[config.mk]
export PLATFORM = sky130hd
export DESIGN_NAME = led_flash_ctrl
export DESIGN_NICKNAME = d
export VERILOG_FILES = /design/src/rtl/led_flash_ctrl.sv
export SDC_FILE = /design/constraint.sdc
export NUM_CORES = 1
export LEC_CHECK = 0
export CAP_MARGIN = 10
export CORE_MARGIN = 8
export CORE_UTILIZATION = 48
export CTS_CLUSTER_SIZE = 24
export DETAILED_ROUTE_END_ITERATION = 7
export PLACE_DENSITY = 0.8
export SLEW_MARGIN = 10
export SYNTH_ARGS = -nofsm -noshare
export SYNTH_HDL_FRONTEND = slang
export SYNTH_SLANG_ARGS = --single-unit
[constraint.sdc]
create_clock -name clk -period 2.49 [get_ports clk]
set_clock_uncertainty 0.2 [all_clocks]
set_input_delay 0.249 -clock clk [delete_from_list [all_inputs] [get_ports clk]]
set_output_delay 0.249 -clock clk [all_outputs]
set_load 0.01 [all_outputs]
[src/rtl/led_flash_ctrl.sv]
// 8-LED flash sequencer. A prescaler produces a single-clock step enable, and the LED
// pattern runs through one of four modes for PASSES passes before done pulses.
module led_flash_ctrl #(
    parameter int N      = 6000000,
    parameter int WIDTH  = 24,
    parameter int PASSES = 4
) (
    input  logic       clk,
    input  logic       rst,
    input  logic       start,
    input  logic       stop,
    input  logic [1:0] mode,
    output logic [7:0] led,
    output logic       busy,
    output logic       done,
    output logic       step
);

    typedef enum logic [1:0] {S_IDLE, S_LOAD, S_RUN, S_DONE} state_t;

    localparam logic [WIDTH-1:0] CNT_LAST  = WIDTH'(N - 1);
    localparam logic [3:0]       PASS_LAST = 4'(PASSES - 1);

    state_t           state, state_nx;
    logic [WIDTH-1:0] cnt, cnt_nx;
    logic [3:0]       pos, pos_nx;
    logic [3:0]       pass, pass_nx;
    logic [1:0]       mode_q, mode_nx;
    logic [7:0]       led_nx;
    logic             busy_nx, done_nx, at_last;

    function automatic logic [7:0] init_pat(input logic [1:0] m);
        case (m)
            2'b01:   return 8'h80;
            2'b10:   return 8'hFF;
            default: return 8'h01;
        endcase
    endfunction

    function automatic logic [3:0] last_pos(input logic [1:0] m);
        case (m)
            2'b10:   return 4'd1;
            2'b11:   return 4'd13;
            default: return 4'd7;
        endcase
    endfunction

    // Ping-pong climbs for positions 0..6 and descends afterwards, so 8'h80 and
    // 8'h01 each appear once per pass.
    function automatic logic [7:0] next_pat(input logic [1:0] m, input logic [7:0] p,
                                            input logic [3:0] ps);
        case (m)
            2'b00:   return {p[6:0], p[7]};
            2'b01:   return {p[0], p[7:1]};
            2'b10:   return ~p;
            default: return (ps < 4'd7) ? (p << 1) : (p >> 1);
        endcase
    endfunction

    assign at_last = (state == S_RUN) && (cnt == CNT_LAST);
    assign step    = at_last && !stop;

    always_comb begin
        state_nx = state;
        cnt_nx   = cnt;
        pos_nx   = pos;
        pass_nx  = pass;
        mode_nx  = mode_q;
        led_nx   = led;
        case (state)
            S_IDLE: begin
                led_nx = 8'h00;
                cnt_nx = '0;
                if (start && !stop) begin
                    state_nx = S_LOAD;
                    mode_nx  = mode;
                end
            end
            S_LOAD: begin
                state_nx = S_RUN;
                led_nx   = init_pat(mode_q);
                cnt_nx   = '0;
                pos_nx   = '0;
                pass_nx  = '0;
            end
            S_RUN: begin
                cnt_nx = at_last ? '0 : cnt + WIDTH'(1);
                if (at_last) begin
                    if (pos == last_pos(mode_q)) begin
                        if (pass == PASS_LAST) begin
                            state_nx = S_DONE;
                            led_nx   = 8'h00;
                        end else begin
                            pass_nx = pass + 4'd1;
                            pos_nx  = '0;
                            led_nx  = init_pat(mode_q);
                        end
                    end else begin
                        pos_nx = pos + 4'd1;
                        led_nx = next_pat(mode_q, led, pos);
                    end
                end
            end
            default: begin
                state_nx = S_IDLE;
                led_nx   = 8'h00;
            end
        endcase
        // Abort overrides everything outside IDLE.
        if (stop && state != S_IDLE) begin
            state_nx = S_IDLE;
            led_nx   = 8'h00;
            cnt_nx   = '0;
        end
        busy_nx = (state_nx == S_LOAD) || (state_nx == S_RUN);
        done_nx = (state_nx == S_DONE);
    end

    always_ff @(posedge clk or posedge rst) begin
        if (rst) begin
            state  <= S_IDLE;
            cnt    <= '0;
            pos    <= '0;
            pass   <= '0;
            mode_q <= 2'b00;
            led    <= 8'h00;
            busy   <= 1'b0;
            done   <= 1'b0;
        end else begin
            state  <= state_nx;
            cnt    <= cnt_nx;
            pos    <= pos_nx;
            pass   <= pass_nx;
            mode_q <= mode_nx;
            led    <= led_nx;
            busy   <= busy_nx;
            done   <= done_nx;
        end
    end

endmodule

# == After elaboration in Yosys (flattened, before gate mapping) ==
# Cells that the tools add are included.
# word_totals
regBits,46
in_bits,6
elab_cells,72
# op_classes
addsub,3
n_lt_le_gt_ge,1
n_eq_ne,16
mux,28
n_bitwise,1
n_reduce_logical,15
# op_table
cell,count
2-to-1 mux 24 bit,2
one-hot mux 24 bit (2 select lines),1
2-to-1 mux 8 bit,5
2-to-1 mux 4 bit,8
one-hot mux 8 bit (2 select lines),2
adder 24 x 1 -> 24 bit (second input constant),1
== test 24 x 23 -> 1 bit (second input constant),1
one-hot mux 4 bit (2 select lines),3
one-hot mux 8 bit (3 select lines),1
== test 2 bit (second input constant),5
2-to-1 mux 2 bit,5
adder 4 x 1 -> 4 bit (second input constant),2
NOT 8 bit,1
== test 2 x 1 -> 1 bit (second input constant),3
one-hot mux 2 bit (3 select lines),1
== test 4 x 2 -> 1 bit (second input constant),1
== test 4 bit,1
logical AND 1 bit,4
logical NOT 2 bit,2
less-than comparator 4 x 3 -> 1 bit (second input constant),1
!= test 2 bit (second input constant),2
AND reduction 4 bit,1
nonzero test 2 bit,2
!= test 3 x 2 -> 1 bit (second input constant),1
other kinds (8),8

# == Logic depth before layout (Yosys ltp) ==
# Gate-level depths: netlist of the first run.
# depth
depth_word,11
mapped_depth,8

# == Worst setup path after synthesis of the first run ==
# No wires, ideal clock.
# synth_path
kind,register to register
startpoint,reg mode_q[0]
endpoint,reg busy
setup_ps,126
arrival_time_ps,2074
t_required_ps,2164
path_slack_ps,90
stages_incl_launch_ff,9
synth_period_minus_slack_ps,2400
cell_sequence,dfrtp_1 > inv_1 > ha_1 > xnor2_1 > o31ai_1 > nor3b_1 > a31oi_1 > nor3_1 > ha_1
# synth_via
elab_chain_len,11
# synth_rtl
element,line_no,text
start: declaration,28,"logic [1:0] mode_q, mode_nx;"
start signal: assignment,134,mode_q <= mode_nx;
== test 2 bit,41,case (m)
one-hot mux 4 bit (2 select lines) (*),41,
2-to-1 mux 4 bit (*),88,if (at_last) begin
2-to-1 mux 4 bit (*),70,case (state)
== test 4 bit (*),89,if (pos == last_pos(mode_q)) begin
2-to-1 mux 2 bit (*),89,
2-to-1 mux 2 bit (*),88,
one-hot mux 2 bit (3 select lines) (*),70,
2-to-1 mux 2 bit (*),110,if (stop && state != S_IDLE) begin
named net state_nx[0],24,"state_t state, state_nx;"
== test 2 x 1 -> 1 bit / == test 2 bit (equally long branches),115,busy_nx = (state_nx == S_LOAD) || (state_nx == S_RUN);
logical OR 1 bit (*),115,
named net busy_nx,30,"logic busy_nx, done_nx, at_last;"
end signal: assignment,136,busy <= busy_nx;
end: declaration,14,"output logic busy,"
# The timed path passes the listed nets; every way through them passes the cells marked *. The select of a mux whose other input is x is not followed.
# A chain may end at the register's enable or synchronous reset.

# == Worst setup path in the final report of the first run ==
# layout_path
startpoint,reg cnt[12]
endpoint,reg busy
# layout_via
elab_chain_len,7
# layout_rtl
element,line_no,text
start: declaration,25,"logic [WIDTH-1:0] cnt, cnt_nx;"
start signal: assignment,131,cnt <= cnt_nx;
== test 24 x 23 -> 1 bit (*),60,assign at_last = (state == S_RUN) && (cnt == CNT_LAST);
logical AND 1 bit (*),60,
2-to-1 mux 2 bit (*),88,
one-hot mux 2 bit (3 select lines) (*),70,
2-to-1 mux 2 bit (*),110,
named net state_nx[0],24,
== test 2 x 1 -> 1 bit / == test 2 bit (equally long branches),115,
logical OR 1 bit (*),115,
named net busy_nx,30,
# The timed path passes the listed nets; every way through them passes the cells marked *.

==> results of run 1 <==
synthesized netlist by cell type (4+ instances only):
| cell type | number | area (sq um) |
|---|---|---|
| inv_1 | 16 | 60.1 |
| clkbuf_1 | 9 | 33.8 |
| a31oi_1 | 4 | 25.0 |
| nor2_1 | 32 | 120 |
| and4_1 | 8 | 70.1 |
| nand4_1 | 12 | 75.1 |
| xor2_1 | 19 | 166 |
| o21ai_0 | 7 | 35.0 |
| o211ai_1 | 7 | 52.6 |
| a21oi_1 | 17 | 85.1 |
| dfrtp_1 | 46 | 1150 |
| nand2_1 | 27 | 101 |
| a222oi_1 | 6 | 60.1 |
| and3_1 | 6 | 37.5 |
| ha_1 | 15 | 188 |
| nand3_1 | 22 | 110 |
| mux2i_1 | 10 | 100 |
| nor3_1 | 7 | 35.0 |
repair_timing:
action,CTS,global route
pin swaps,0,0
resized for setup,1,6
setup endpoints to repair,1,5
worst paths after layout:
path | endpoint | slack (ns) | cells past startpoint
setup reg to reg | busy | 0.14 | 6
min in group clk | pass[0] | 0.35 | 1
hold / removal | cnt[4] | 0.15 | 2
max in group asynchronous | cnt[14] | 1.35 | 3
setup / recovery | busy | 0.14 | 6
hold reg to reg | pass[0] | 0.35 | 1
metal layers:
layer  vias up  routed length (um)
met3         9                 278
met5         -                   0
li1       1235                   -
met4         0                  66
met2        60                3380
met1      1267                3000
logic make-up after synthesis:
kind of cell    count (synthesis)  synth area share, %
flops                          46                 39.6
fa+ha+maj                      15                 6.45
simple gates                  137                 25.0
compound gates                 60                 14.0
xor+xnor                       21                 6.33
buf+inv                        30                 4.00
mux                            13                 4.60
placed cells by master, fill, tap and decap left out, types with 7 or more instances in the layout:
cell type	instances
ha_1	15
and4_1	8
nand2_1	27
inv_1	15
xor2_1	19
nand4_1	12
o211ai_1	7
nor2_1	32
o21ai_0	7
dfrtp_1	46
clkdlybuf4s50_1	15
mux2i_1	10
nand3_1	22
a21oi_1	17
buf_4	22
sequential cells by signal, summed over array words and instances (netlist names):
signal	flops
cnt	24
led	8
pass	4
pos	4
mode_q	2
state	2
busy	1
done	1
power by group:
group | internal (mW) | switching (mW)
clock network | 0.301 | 0.249
logic | 0.448 | 0.650
registers | 0.810 | 0.0697
total | 1.56 | 0.968
per-stage QoR:
stage                     hold WS [ns]  std cells  power (mW)  cell area [sq um]  setup WS [ns]
after global routing             0.213        429        2.70               3380         0.0181
after detailed placement         0.328        421        1.98               3270         0.0566
after global placement           0.319        421        1.95               3270          0.113
after floorplan                  0.199        322        1.62               2910         0.0898
after CTS                        0.175        429        2.53               3380         0.0259
final                            0.152        429        2.53               3380          0.137
cell type report:
cell class,instances,area [sq um]
Sequential cell,46,1150
Inverter,16,60.1
Timing Repair Buffer,38,320
Multi-Input combinational cell,246,1650
Fill cell,534,2500
Clock inverter,1,30.0
Clock buffer,7,76.3
Tap cell,75,93.8
==> out/results.tsv, run 1 <==
metric	value	unit
status	finished, final reports clean	
fmax	0.425	GHz
rows	28	
io-pin-count	17	
antenna_cells	0	
drc	0	
slew_violations	0	
insertion_delay	0.30	ns
yosys_warnings	0	
grt_overflow	0	
tightest_slew	0.620	ns
hold_viol_final	0	
use_met1	19.2	%
ant_nets	0	
dp_hpwl	4.92	mm
grt_start_max_net_pins	30	
use_met3	3.28	%
p_per_area	747	mW/mm^2
grt_pass1_wl	11.5	mm
drive_above_1_share	11.3	%
cap_violations	0	
htreeDepth	2	
wl	6.72	mm
start_util	49.4	%
drtIter0Drc	163	
cts_made_buffers	5	
required	2.48	ns
core	0.00589	sq mm
seq_area_frac_synth	39.6	%
async_reset_ff_share	100	%
crit_buf_inv	0	
end_kind	register	
root_buffer	clkbuf_8	
fp.dieW	93.8	um
hold_path_class	in -> async	
die_h	93.8	um
routabilityCongestion	0.916	
wl_per_cell	15.7	um
synth-seq-cells	46	
syn_avg_cell_area	9.03	sq um
cts_hold_buffers	0	
via_per_inst	5.99	
path_max_fanout	5	
cts.clk_slew.worst_paths	0.08	ns
grt_pass1_vias	2479	
critPathKind	reg -> reg	
crit_chain	or4_4 > nor3_4 > and2_1 > a31oi_1 > nor3_2 > ha_1	
area_delta_synth_final	16.4	%
synthFlopType	dfrtp_1	
netlist_instances	322	
num_vias	2571	
cpMaxStageDelayCell	or4_4	
cp_top_family	simple AND/OR/NAND/NOR gates	
clk_path_buf_depth	2	
antenna_found_initial	0	
cp-startpoint	cnt[12]	
tns	0	ns
use_met2	27.2	%
synth_area	0.00291	sq mm
syn-num-nets	343	
synth_enable_flop_cells	0	
port_buffers	16	
setup_viol	0	
clock_sinks	46	
post-cts-setup-buffers	0	
worst_slew_margin_rel	58.6	%
fin_crit_sh	94.5	%
die-area	0.00880	sq mm
synth_cell_type_count	46	
fin_nets	374	
ir_worst_vdd	377	uV
r2r-start	cnt[12]	
rsz0062_at_grt	false	
busiest_layer	met2	
p_leak	1.45	nW
worstSetupStartpointType	register	
cts_tree	done	
layout_min_cycle_time	2.35	ns
finish.utilization	57.5	%
drt_pass1_iterations	4	
crit_arrival	2.34	ns
slowest_delay	0.57	ns
track_usage	15.8	%
No activity file was read; power rests on OpenSTA's default activity.
==> run 2, diff against run 1 <==
CAP_MARGIN = 20   (was 10)
SKIP_LAST_GASP = 1   (was unset)
==> results of run 2 <==
The final DEF is identical to that of run 1; final timing and power are the same.
==> run 3, diff against run 2 <==
GPL_ROUTABILITY_DRIVEN = 0   (was unset)
SLEW_MARGIN = unset   (was 10)
==> run 3 against run 2 <==
Register-to-register slack worse by 0.03 ns; cell count is 0.23% higher; clock power is 2% higher; non-clock buffer count is 1 higher; highest routed layer unchanged; via count is 0.27% lower; hold slack hardly changed; largest power group unchanged; sequential share of layout area is 0.11 points lower; count of clock-buffer cells in the layout is 1 lower; critical path depth stayed put.
==> out/results.tsv, run 3 (synthesis results as in run 1) <==
metric	value	unit
crit_buf_inv	0	
drt_pass1_iterations	5	
grt_overflow	0	
largest_register_ff_count	24	
tightest_slew	0.649	ns
p_per_area	753	mW/mm^2
critPathKind	reg -> reg	
wl_per_cell	16.0	um
path_max_fanout	5	
regMostFlops	cnt	
drtIter0Drc	258	
die-area	0.00880	sq mm
ant_nets	0	
final_cell_mix	dfrtp_1 (46), nor2_1 (32), nand2_1 (27)	
wl	6.88	mm
antenna_cells	0	
cp_top_family	simple AND/OR/NAND/NOR gates	
worst_slew_margin_rel	56.7	%
slew_violations	0	
fp.dieW	93.8	um
io-pin-count	17	
cts.clk_slew.worst_paths	0.09	ns
setup_viol	0	
drive_above_1_share	11.8	%
worstSetupStartpointType	register	
finish.utilization	57.7	%
crit_chain	or4_4 > nor3_4 > and2_1 > a31oi_1 > nor3_2 > ha_1	
track_usage	16.4	%
power	2.56	mW
start_util	49.4	%
fmax	0.419	GHz
root_buffer	clkbuf_8	
tns	0	ns
fin_crit_sh	95.8	%
area_delta_synth_final	16.8	%
insertion_delay	0.31	ns
p_leak	1.46	nW
antenna_found_initial	0	
core	0.00589	sq mm
num_vias	2564	
status	finished, final reports clean	
cts_hold_buffers	0	
crit_arrival	2.37	ns
cts_made_buffers	5	
drc	0	
port_buffers	16	
cts_tree	done	
layout_min_cycle_time	2.39	ns
reg_top3	cnt x24, led x8	
cap_violations	0	
via_per_inst	5.96	
hold_path_class	in -> async	
clk_path_buf_depth	2	
grt_pass1_wl	11.8	mm
required	2.48	ns
clock_sinks	46	
fin_nets	375	
end_kind	register	
final_common_cell	dfrtp_1	
htreeDepth	2	
rows	28	
slowest_delay	0.57	ns
ir_worst_vdd	397	uV
grt_pass1_vias	2501	
r2r_slack	0.10	ns
dp_hpwl	5.00	mm
cpMaxStageDelayCell	or4_4	
grt_start_max_net_pins	32	
post-cts-setup-buffers	0	
hold_viol_final	0	
die_h	93.8	um
run 3: worst register-to-register path, stage by stage, from the launching register on:
cell and delay (ns):
dfrtp_1 0.42, or4_4 0.57, nor3_4 0.28, and2_1 0.24, a31oi_1 0.14, nor3_2 0.17, ha_1 0.26
run 3: worst paths after layout:
check	end	depth (start not counted)	start
max	busy	6	cnt[12]
min	cnt[6]	2	rst
max reg2reg	busy	6	cnt[12]
min reg2reg	pass[0]	1	pass[0]
max in group asynchronous	cnt[2]	3	rst
min in group clk	pass[0]	1	pass[0]
run 3: area by class of cell:
cell class / count / area [sq um]
fill: 531 / 2490
timing repair buffer: 39 / 328
inverter: 16 / 60.1
tap: 75 / 93.8
clock inverter: 2 / 37.5
multi-input combinational: 246 / 1650
clock buffer: 6 / 72.6
sequential: 46 / 1150
run 3: stage by stage:
| stage | hold slack [ns] | std cells | instance area, sq um | worst slack, ns |
|---|---|---|---|---|
| after floorplan | 0.199 | 322 | 2910 | 0.0898 |
| after global placement | 0.320 | 422 | 3280 | 0.109 |
| after detailed placement | 0.333 | 422 | 3280 | 0.0493 |
| after CTS | 0.177 | 430 | 3390 | 0.0332 |
| after global routing | 0.224 | 430 | 3400 | -0.0362 |
| final | 0.152 | 430 | 3400 | 0.104 |
run 3: where the power goes:
| group | leakage, nW | switching, mW | internal, mW | total (mW) |
|---|---|---|---|---|
| Sequential | 0.633 | 0.0710 | 0.810 | 0.881 |
| Combinational | 0.771 | 0.652 | 0.461 | 1.11 |
| Clock | 0.0514 | 0.262 | 0.300 | 0.562 |
run 3: routing by layer:
| layer | track usage (%) | share of wire, % |
|---|---|---|
| met1 | 20.0 | 44 |
| met2 | 28.2 | 50 |
| met3 | 4.00 | 5.2 |
| met4 | 4.36 | 1.2 |
| met5 | 0 | 0 |
run 3: timing repair:
action                     CTS  global route
hold endpoints to repair     0             0
setup endpoints to repair    1             6
cloned                       0             0
resized for setup            1             6
